==> src/rtl/alu_sequencer_pkg.sv <==
// Shared constants for the ALU sequencer: opcodes, FSM states, widths.
// Opcode values are also reused by the ALU test tree.
package alu_sequencer_pkg;

    localparam int WIDTH   = 8;
    localparam int SHAMT_W = 3;
    localparam int CNT_W   = 4;

    localparam logic [2:0] OP_FWD  = 3'b000;
    localparam logic [2:0] OP_ADD  = 3'b001;
    localparam logic [2:0] OP_AND  = 3'b010;
    localparam logic [2:0] OP_OR   = 3'b011;
    localparam logic [2:0] OP_MUL  = 3'b100;
    localparam logic [2:0] OP_SLL  = 3'b101;
    localparam logic [2:0] OP_SRL  = 3'b110;
    localparam logic [2:0] OP_RSVD = 3'b111;

    typedef enum logic [1:0] {
        S_IDLE = 2'd0,
        S_EXEC = 2'd1,
        S_ITER = 2'd2,
        S_FIN  = 2'd3
    } state_t;

    // True when the op needs at least one ITER step after EXEC.
    function automatic logic op_iterates(input logic [2:0] op, input logic [SHAMT_W-1:0] shamt);
        return (op == OP_MUL) || (((op == OP_SLL) || (op == OP_SRL)) && (shamt != '0));
    endfunction

endpackage

==> src/rtl/alu_seq_datapath.sv <==
// Accumulator, multiplicand/multiplier and step counter for the ALU sequencer.
// Latency: load or step updates registers at the next edge; acc_nxt is the combinational preview.
// Backpressure: none, driven purely by load/step strobes from the sequencer FSM.
module alu_seq_datapath
    import alu_sequencer_pkg::*;
(
    input  logic             clk,
    input  logic             reset,
    input  logic             load,
    input  logic             step,
    input  logic [2:0]       op,
    input  logic [WIDTH-1:0] data1,
    input  logic [WIDTH-1:0] data2,
    output logic [WIDTH-1:0] acc_nxt,
    output logic             err_nxt,
    output logic [CNT_W-1:0] cnt
);

    logic [WIDTH-1:0] acc;
    logic [WIDTH-1:0] mcand;
    logic [WIDTH-1:0] mplier;
    logic             err;
    logic [WIDTH-1:0] mcand_nxt;
    logic [WIDTH-1:0] mplier_nxt;
    logic [CNT_W-1:0] cnt_nxt;

    always_comb begin
        acc_nxt    = acc;
        mcand_nxt  = mcand;
        mplier_nxt = mplier;
        cnt_nxt    = cnt;
        err_nxt    = err;
        if (load) begin
            err_nxt = 1'b0;
            cnt_nxt = '0;
            case (op)
                OP_FWD: acc_nxt = data2;
                OP_ADD: acc_nxt = data1 + data2;
                OP_AND: acc_nxt = data1 & data2;
                OP_OR:  acc_nxt = data1 | data2;
                OP_MUL: begin
                    acc_nxt    = '0;
                    mcand_nxt  = data1;
                    mplier_nxt = data2;
                    cnt_nxt    = CNT_W'(WIDTH);
                end
                OP_SLL, OP_SRL: begin
                    acc_nxt = data1;
                    cnt_nxt = CNT_W'(data2[SHAMT_W-1:0]);
                end
                default: begin
                    acc_nxt = '0;
                    err_nxt = 1'b1;
                end
            endcase
        end else if (step) begin
            cnt_nxt = cnt - CNT_W'(1);
            case (op)
                OP_MUL: begin
                    // Shift-and-add; carries out of bit 7 are dropped.
                    if (mplier[0])
                        acc_nxt = acc + mcand;
                    mcand_nxt  = mcand << 1;
                    mplier_nxt = mplier >> 1;
                end
                OP_SLL:  acc_nxt = acc << 1;
                OP_SRL:  acc_nxt = acc >> 1;
                default: acc_nxt = acc;
            endcase
        end
    end

    always_ff @(posedge clk) begin
        if (reset) begin
            acc    <= '0;
            mcand  <= '0;
            mplier <= '0;
            cnt    <= '0;
            err    <= 1'b0;
        end else begin
            acc    <= acc_nxt;
            mcand  <= mcand_nxt;
            mplier <= mplier_nxt;
            cnt    <= cnt_nxt;
            err    <= err_nxt;
        end
    end

endmodule

==> src/rtl/alu_sequencer.sv <==
// Multi-cycle ALU sequencer: start handshake, operand latch, FSM and registered result.
// Latency: 2 cycles for single-step ops, 2+n for shifts by n, 10 for MUL.
// Backpressure: start is only sampled in IDLE; requests while busy are dropped.
module alu_sequencer
    import alu_sequencer_pkg::*;
(
    input  logic             clk,
    input  logic             reset,
    input  logic             start,
    input  logic [2:0]       opcode,
    input  logic [WIDTH-1:0] data1,
    input  logic [WIDTH-1:0] data2,
    output logic             busy,
    output logic             done,
    output logic [WIDTH-1:0] result,
    output logic             zero,
    output logic             error
);

    state_t           state;
    state_t           state_nxt;
    logic [2:0]       op_q;
    logic [WIDTH-1:0] d1_q;
    logic [WIDTH-1:0] d2_q;
    logic             load;
    logic             step;
    logic [WIDTH-1:0] acc_nxt;
    logic             err_nxt;
    logic [CNT_W-1:0] cnt;

    alu_seq_datapath u_datapath (
        .clk     (clk),
        .reset   (reset),
        .load    (load),
        .step    (step),
        .op      (op_q),
        .data1   (d1_q),
        .data2   (d2_q),
        .acc_nxt (acc_nxt),
        .err_nxt (err_nxt),
        .cnt     (cnt)
    );

    always_comb begin
        state_nxt = state;
        load      = 1'b0;
        step      = 1'b0;
        case (state)
            S_IDLE: if (start) state_nxt = S_EXEC;
            S_EXEC: begin
                load      = 1'b1;
                state_nxt = op_iterates(op_q, d2_q[SHAMT_W-1:0]) ? S_ITER : S_FIN;
            end
            S_ITER: begin
                step = 1'b1;
                // Counter hits zero after this step.
                if (cnt == CNT_W'(1))
                    state_nxt = S_FIN;
            end
            default: state_nxt = S_IDLE;
        endcase
    end

    always_ff @(posedge clk) begin
        if (reset) begin
            state  <= S_IDLE;
            op_q   <= '0;
            d1_q   <= '0;
            d2_q   <= '0;
            result <= '0;
            zero   <= 1'b1;
            error  <= 1'b0;
        end else begin
            state <= state_nxt;
            if (state == S_IDLE && start) begin
                op_q <= opcode;
                d1_q <= data1;
                d2_q <= data2;
            end
            // Outputs capture the accumulator's final value on the edge entering FIN.
            if (state_nxt == S_FIN) begin
                result <= acc_nxt;
                zero   <= (acc_nxt == '0);
                error  <= err_nxt;
            end
        end
    end

    assign busy = (state != S_IDLE);
    assign done = (state == S_FIN);

endmodule

==> config.mk <==
export PLATFORM = sky130hd
export DESIGN_NAME = alu_sequencer
export DESIGN_NICKNAME = d
export VERILOG_FILES = /design/src/rtl/alu_sequencer_pkg.sv /design/src/rtl/alu_seq_datapath.sv /design/src/rtl/alu_sequencer.sv
export SDC_FILE = /design/constraint.sdc
export NUM_CORES = 1
export LEC_CHECK = 0
export BUFFER_PORTS_ARGS = -buffer_cell sky130_fd_sc_hd__clkbuf_2
export CAP_MARGIN = 20
export CORE_ASPECT_RATIO = 1.75
export CORE_UTILIZATION = 54
export CTS_BUF_LIST = sky130_fd_sc_hd__clkbuf_8
export DETAILED_ROUTE_END_ITERATION = 12
export PLACE_DENSITY = 0.73
export SLEW_MARGIN = 20
export SYNTH_ARGS = -nofsm -noshare
export SYNTH_HDL_FRONTEND = slang
export SYNTH_SLANG_ARGS = --single-unit
export TNS_END_PERCENT = 20
==> constraint.sdc <==
create_clock -name clk -period 5.2 [get_ports clk]
set_input_delay 1.04 -clock clk [delete_from_list [all_inputs] [get_ports clk]]
set_output_delay 1.04 -clock clk [all_outputs]
set_load 0.005 [all_outputs]
==> results.json <==
{
  "critPathLaunchType": "flip-flop",
  "cts_root_buf": "clkbuf_8",
  "ys_async_sr_fraction": 0,
  "ys_types": 58,
  "p_int_mw": 1.18,
  "hold_viol_final": 0,
  "rsz0062_at_grt": "false",
  "yosys.area_share.simple": 0.203,
  "critPathCaptureType": "flip-flop",
  "clk_pin_slew_ns": 0.07,
  "timing.rr.start": "state[1]$_SDFF_PP0_",
  "finalSetupViolations": 0,
  "row_count": 40,
  "switching_share": 0.409,
  "routedWlPerCell_um": 17.5,
  "synth_top_family_by_area": "compound AO/OA/AOI/OAI gates",
  "cp_top_family": "adder cells",
  "htreeDepth": 3,
  "hold_class": "flip-flop to flip-flop",
  "crit_buf_inv": 2,
  "drcViolationCount": 0,
  "fin_nets": 563,
  "worst_slew_pin_slew_ns": 0.992,
  "num_vias": 3660,
  "synth_edf_count": 0,
  "drv_cap": 0,
  "ys_ff_latch": 60,
  "cts_setup_buffers": 0,
  "numCtsBuffers": 9,
  "n_antenna_cell": 0,
  "hpwl_mm": 7.68,
  "clock_latency_ns": 0.35,
  "tns_ns": 0,
  "synthAdderAreaFrac": 0.102,
  "ys.flop_type": "dfxtp_1",
  "grt_use_total": 0.298,
  "cp_max_fo": 43,
  "p_comb_frac": 0.420,
  "synthMuxAreaShare": 0.0582,
  "ys_warn_count": 0,
  "clockBufferDepth": 2,
  "grt_pass1_wl_mm": 16.8,
  "stdcell_count": 599,
  "die_h_um": 115,
  "clkPwrFrac": 0.242,
  "ys_seq_area_frac": 0.306,
  "first_global_vias": 3425,
  "routed_wl_mm": 10.5,
  "worstHoldStart": "u_datapath.mplier[7]$_SDFFE_PP0P_",
  "grt-ovfl-total": 0,
  "io_buffer_count": 33,
  "cts_tree": "yes",
  "fin_crit_ns": 3.08,
  "synthTopCellsByCount": "60 x dfxtp_1, 58 x nand2_1, 55 x nor2_1",
  "path_class": "flip-flop to flip-flop",
  "viasPerCell": 6.11,
  "dieArea_um2": 7640,
  "fmaxAchievable_ghz": 0.324,
  "holdPathStages": 2,
  "max_slew_margin": 0.339,
  "p_sw_mw": 0.816,
  "syn_area_um2": 3930,
  "r2r_slack_ns": 2.12,
  "pwr-share-seq": 0.338,
  "ant_nets": 0,
  "worstPathArrival_ns": 3.35,
  "final_max_slew_viol_count": 0,
  "r2r_end": "result[6]$_SDFFE_PP0N_",
  "skew_ns": 0.00897,
  "synthXorXnorAreaFrac": 0.0178,
  "ctsHoldBuffers": 0,
  "syn_inst": 493,
  "initial_utilization": 0.565,
  "yosys.area.top_type": "dfxtp_1",
  "syn_avg_cell_area_um2": 7.97,
  "cts_num_sinks": 60,
  "power.leakage_nw": 1.68,
  "synth_compound_area_frac": 0.249,
  "fillCellCount": 633,
  "critical_path.cell_chain": "inv_1 -> ha_2 -> inv_1 -> a311oi_1 -> nor3_1 -> nor3b_4 -> nor2_1 -> a211oi_1",
  "core_um2": 6960,
  "holdPathEnd": "u_datapath.mplier[7]$_SDFFE_PP0P_",
  "slowest_delay_ns": 0.84,
  "areaGrowthSynthToFinish_pct": 9.52,
  "cpMostUsedCell": "inv_1",
  "cts.repair.resized": 0,
  "place_inst": 583,
  "syn_nets": 546,
  "final_layout_size_suffix_gt1_frac": 0.113,
  "antenna_found_initial": 0,
  "synth_top_area_frac": 0.306,
  "die_w_um": 66.5,
  "fin_crit_sh": 0.593,
  "status": "complete, no violations",
  "io_pins": 34,
  "grt_max_degree": 61,
  "r2r_cells": 8,
  "synthTopCellsByArea": "dfxtp_1 31%, ha_1 9.2%, a211oi_1 5.9%, nand2_1 5.5%, a21oi_1 5.5%",
  "place_congestion": 0.936,
  "firstDrtPassIters": 5,
  "critPathRequiredTime_ns": 5.46,
  "drt_iter0_markers": 186,
  "powerDensity_nw_per_um2": 464,
  "slowest_stage": "ha_2",
  "synth.most_common_cell": "dfxtp_1",
  "irDropWorstVdd_mv": 0.314
}
## per-layer routing
layer | wire length, um | part of all wire | track usage | vias up
li1 | - | - | - | 1797
met1 | 4130 | 0.39 | 0.330 | 1711
met2 | 5390 | 0.51 | 0.508 | 110
met3 | 408 | 0.039 | 0.0565 | 42
met4 | 580 | 0.055 | 0.196 | 0
met5 | 0 | 0 | 0 | -
## worst register-to-register path, stage by stage, from the launching register on
cell,delay [ns]
dfxtp_1,0.33
inv_1,0.08
ha_2,0.84
inv_1,0.29
a311oi_1,0.47
nor3_1,0.17
nor3b_4,0.52
nor2_1,0.09
a211oi_1,0.23
## final cells by class
cell class	instances	area, um2	share of cell area
flip-flops and latches	60	1200	0.279
clock inverters	5	76.3	0.0177
clock buffers	11	151	0.0352
inverters	29	109	0.0253
repair buffers	35	180	0.0418
multi-input cells	375	2480	0.577
well taps	84	105	0.0244
## placed cells by master, fill, tap and decap left out, types with 5 or more instances in the layout
cell and count:
inv_1 30, and2_1 6, a21oi_1 43, clkbuf_2 33, nand2_1 58, nor3b_1 5, nor2b_1 5, dfxtp_1 60
o21ai_0 24, mux2i_1 18, a21o_1 6, nor3_1 8, clkbuf_8 11, a211oi_1 31, nor2_1 55, ha_1 28
nand3_1 11
## kinds of logic after synthesis
family                     after synthesis
muxes                                   20
xor gates and xnor gates                 8
AOI/OAI and AO/OA                      148
adders and majority gates               31
buffers and inverters                   58
DFF                                     60
and+or+nand+nor                        168
## flip-flops by register name (all words and copies together) (netlist names), 2 cells and up
name               flops
d1_q                   8
d2_q                   8
op_q                   3
result                 8
state                  2
u_datapath.acc         8
u_datapath.cnt         4
u_datapath.mcand       8
u_datapath.mplier      8
## worst max path at each step
| stage | cells past startpoint | slack (ns) | start | to |
|---|---|---|---|---|
| global placement | 8 | 2.32 | state[1]$_SDFF_PP0_ | result[2]$_SDFFE_PP0N_ |
| CTS | 8 | 2.12 | state[1]$_SDFF_PP0_ | result[6]$_SDFFE_PP0N_ |
| floorplan | 9 | 2.81 | u_datapath.mcand[0]$_SDFFE_PP0P_ | zero$_SDFFE_PP1N_ |
| global route | 7 | 1.86 | state[0]$_SDFF_PP0_ | result[4]$_SDFFE_PP0N_ |
| finish | 8 | 2.12 | state[1]$_SDFF_PP0_ | result[6]$_SDFFE_PP0N_ |
| detailed placement | 8 | 2.17 | state[1]$_SDFF_PP0_ | result[6]$_SDFFE_PP0N_ |
## power by group through the flow
stage,clock (mW),combinational [mW],sequential [mW]
floorplan,0,0.680,0.629
global placement,0,0.811,0.681
detailed placement,0,0.831,0.684
CTS,0.491,0.837,0.674
global route,0.508,0.935,0.689
finish,0.484,0.838,0.675
## stage by stage
stage                util  setup slack, ns  hold slack [ns]  cell area, um2  total power [mW]
global placement    0.586             2.32            0.448            4080              1.49
floorplan               -             2.81            0.431            3930              1.31
finish              0.619             2.12            0.464            4310              2.00
CTS                 0.619             2.12            0.465            4310              2.00
global route        0.619             1.86            0.490            4310              2.13
detailed placement  0.586             2.17            0.455            4080              1.51
Note: power is estimated with default switching activity, not from simulation.
